File: src/rtl/fwd_operand_mux.sv
// fwd_operand_mux: registered N-to-1 EX-stage operand forwarding mux with stall/flush, select-error flag and saturating forward counter
module fwd_operand_mux #(
  parameter int WIDTH = 32,
  parameter int NSRC = 4,
  parameter int CNTW = 16,
  localparam int SELW = (NSRC > 1) ? $clog2(NSRC) : 1
) (
  input  logic                  clk,
  input  logic                  rst_n,
  input  logic [NSRC*WIDTH-1:0] in_bus,
  input  logic [SELW-1:0]       sel,
  input  logic                  in_valid,
  input  logic                  stall,
  input  logic                  flush,
  input  logic                  cnt_clr,
  output logic [WIDTH-1:0]      out,
  output logic                  out_valid,
  output logic                  sel_err,
  output logic [CNTW-1:0]       fwd_count
);
  logic [WIDTH-1:0] w_pick;
  logic             w_err;
  logic             w_load;
  logic             w_fwd;
  logic [WIDTH-1:0] r_out;
  logic             r_valid;
  logic             r_err;
  logic [CNTW-1:0]  r_cnt;
  // Out-of-range selects fall back to source 0
  always_comb begin
    w_pick = in_bus[WIDTH-1:0];
    for (int k = 1; k < NSRC; k++)
      if (sel == SELW'(k)) w_pick = in_bus[k*WIDTH +: WIDTH];
  end
  assign w_err  = {1'b0, sel} >= (SELW+1)'(NSRC);
  assign w_load = !flush && !stall;
  assign w_fwd  = w_load && in_valid && !w_err && (sel != '0);
  always_ff @(posedge clk or negedge rst_n)
    if (!rst_n) begin
      r_out   <= '0;
      r_valid <= 1'b0;
      r_err   <= 1'b0;
    end else if (flush) begin
      r_out   <= '0;
      r_valid <= 1'b0;
      r_err   <= 1'b0;
    end else if (!stall) begin
      r_out   <= w_pick;
      r_valid <= in_valid;
      r_err   <= in_valid & w_err;
    end
  always_ff @(posedge clk or negedge rst_n)
    if (!rst_n) r_cnt <= '0;
    else if (cnt_clr) r_cnt <= '0;
    else if (w_fwd && !(&r_cnt)) r_cnt <= r_cnt + CNTW'(1);
  assign out       = r_out;
  assign out_valid = r_valid;
  assign sel_err   = r_err;
  assign fwd_count = r_cnt;
endmodule

File: config.mk
export PLATFORM = sky130hd
export DESIGN_NAME = fwd_operand_mux
export DESIGN_NICKNAME = d
export VERILOG_FILES = /design/src/rtl/fwd_operand_mux.sv
export SDC_FILE = /design/constraint.sdc
export NUM_CORES = 1
export LEC_CHECK = 0
export CORE_AREA = 3 3 115 117
export DETAILED_ROUTE_END_ITERATION = 10
export DIE_AREA = 0 0 118 120
export GPL_TIMING_DRIVEN = 0
export SLEW_MARGIN = 40
export SYNTH_ARGS = -nofsm -noshare
export SYNTH_HDL_FRONTEND = slang
export SYNTH_SLANG_ARGS = --single-unit
export TNS_END_PERCENT = 20
File: constraint.sdc
create_clock -name clk -period 4.8 [get_ports clk]
set_input_delay 0.96 -clock clk [delete_from_list [all_inputs] [get_ports clk]]
set_output_delay 0.96 -clock clk [all_outputs]
set_load 0.02 [all_outputs]
==> qor.csv <==
metric;value;unit
stdcell_area;5280;um^2
nets;576;
rsz0062_at_grt;no;
core_area;12500;um^2
postPlaceCellArea;5090;um^2
finalSetupViolations;0;
worstPathCellList;clkdlybuf4s50_1, nand2b_4, or3_1, buf_6, buf_6, nor4_1, mux2_1;
worstMarginPinSlew;759;ps
crit_fanout;10;
rows;41;
timing.slew.headroom;49.4;%
pin_count;186;
hp-class;flop to flop;
worst-setup-path-type;input pin to flop;
syn_to_final_growth;72.8;%
syn-mean-instance-area;12.2;um^2
h-tree-depth;2;
dr.pass1.iters;4;
detail_route.wl_per_cell;16.0;um
skew;2.99;ps
place.gp.congestion;0.846;
drive_above_1_share;13.2;%
yosysTopAreaCellShare;40.1;%
placed_cells;604;
crit_arrival;2850;ps
final_cells;612;
cts_tree;done;
startpoint_type;input pin;
cts_buffer_depth;2;
hold_ws;519;ps
routed_via_density;4.63;
yosys.area.top_type;dfrtp_1;
dp_hpwl;8060;um
period_needed;2690;ps
yosysUniqueCellTypes;31;
vias;2836;
antenna_found_initial;0;
crit_family;buffers and inverters;
power.density;228;nW/um^2
diodes;0;
cts_root_buf;clkbuf_16;
finalCritPeriodShare;56.0;%
numCtsBuffers;5;
cp_slowest_cell;clkdlybuf4s50_1;
clock_sinks;49;
critPathMaxStageDelay;510;ps
die_h;120;um
yosysWarnings;0;
grt_pass1_wl;15800;um
finalPower;1210;uW
postRouteAntennaNets;0;
grt_pass1_vias;3209;
fillerInstances;1205;
start_util;24.5;%
track_usage;13.7;%
drc_errors;0;
p_leak;0.00211;uW
clkSlewWorstSetupHoldPaths;60;ps
finalHoldViolations;0;
synth-seq-cells;49;
drt_iter0_markers;95;
endpoint_kind;flop;
slew_viol_final;0;
status;completed;
drv_cap;0;
synth_cells;251;
critPathRequiredTime;4960;ps
yosysSeqAreaShare;40.1;%
synthTopCellsByArea;dfrtp_1 40%, mux4_2 24%, mux2i_1 10%;
cts_hold_buf;0;
die_w;118;um
post_cts_buffers;0;
fin_setup_tns;0;ps
ctsResizeCount;0;
ir_worst_vdd;0.000144;V
grt_max_degree;29;
io_buffers;180;
globalRouteOverflowTotal;0;
finalWirelength;9820;um
fmax;372;MHz
die_area;14200;um^2
path_buf_inv;3;
cp_common_cell;buf_6;
syn-cell-area;3060;um^2
clock_latency;280;ps
synth_fp_nets;388;
## through the flow
stage	util, %	setup WS, ps
3_3_place_gp	40.7	1250
4_1_cts	42.4	2140
2_1_floorplan	-	2290
3_5_place_dp	40.8	1840
5_1_grt	42.4	1990
6_report	42.4	2110
## report_power, final
part,total [uW],internal (uW),switching [uW]
combinational,314,197,117
clock,447,298,149
sequential,445,433,11.6
total,1210,928,278
## cell type report
| class | instances | area [um^2] | area share [%] |
|---|---|---|---|
| Buffer | 23 | 123 | 2.32 |
| Clock buffer | 5 | 125 | 2.37 |
| Clock inverter | 3 | 65.1 | 1.23 |
| Inverter | 1 | 3.75 | 0.0711 |
| Multi-Input combinational cell | 178 | 1700 | 32.3 |
| Sequential cell | 49 | 1230 | 23.2 |
| Tap cell | 172 | 215 | 4.08 |
| Timing Repair Buffer | 181 | 1820 | 34.5 |
## final timing paths
path | startpoint | endpoint | slack [ps] | depth (start not counted)
setup / recovery | in_valid | fwd_count[7] | 2110 | 7
hold / removal | out[22] | out[22] | 520 | 2
setup reg to reg | fwd_count[5] | fwd_count[15] | 2780 | 4
hold reg to reg | out[22] | out[22] | 520 | 2
max in group asynchronous | rst_n | out[9] | 3770 | 2
min in group asynchronous | rst_n | fwd_count[15] | 570 | 1
## layout by cell type (no fill, tap or decap), types with 2 or more instances in the layout
master / instances
nor2_1: 37
buf_4: 2
nand2_1: 8
o21ai_1: 3
nor4_1: 3
dfrtp_1: 49
mux2i_1: 32
clkdlybuf4s50_1: 179
or4_1: 8
o31ai_1: 9
mux4_2: 32
buf_2: 8
clkbuf_16: 5
a21oi_1: 13
buf_6: 3
and3_1: 2
bufinv_16: 2
clkbuf_1: 11
or3_1: 4
nand3_1: 5
nor2b_1: 4
nand4_1: 4
mux2_1: 4
## worst register-to-register path, stage by stage (launching register included)
cell,delay [ps]
dfrtp_1,450
nand3_1,170
or4b_4,570
nor4_1,340
mux2_1,370
## state kept, by name, summed over array words and instances (netlist names)
register / cells
fwd_count: 16
out_valid: 1
out: 32
## cells by family after synthesis
| logic type | Yosys count | synth area share [%] |
|---|---|---|
| other | 1 | 0.123 |
| AO/OA/AOI/OAI | 26 | 5.08 |
| flip-flops | 49 | 40.1 |
| AND/OR/NAND/NOR | 82 | 14.6 |
| adder cells (fa/ha/maj) | 1 | 0.409 |
| buffers and inverters | 24 | 4.14 |
| multiplexers | 68 | 35.5 |
## Yosys cell counts, drive strengths merged
cell    count
and3        2
mux2i      32
o211ai      1
nand2b      1
ha          1
mux4       32
nor2       37
or4         8
mux2        4
o21ai       3
inv         1
and4        1
clkbuf     11
nor2b       4
dfrtp      49
a21oi      13
buf        12
nand3       5
nand2       8
or3b        1
nor4        5
or3         4
conb        1
o31ai       9
or2         1
or4b        1
nand4       4
## per-layer routing
metal	share of wire, %	track usage (%)	up-vias
met5	0	0	-
met4	0.041	1.10	0
met3	7.9	3.77	2
met2	52	26.3	124
met1	40	15.8	1380
li1	-	-	1330
No activity file was read; power rests on OpenSTA's default activity.
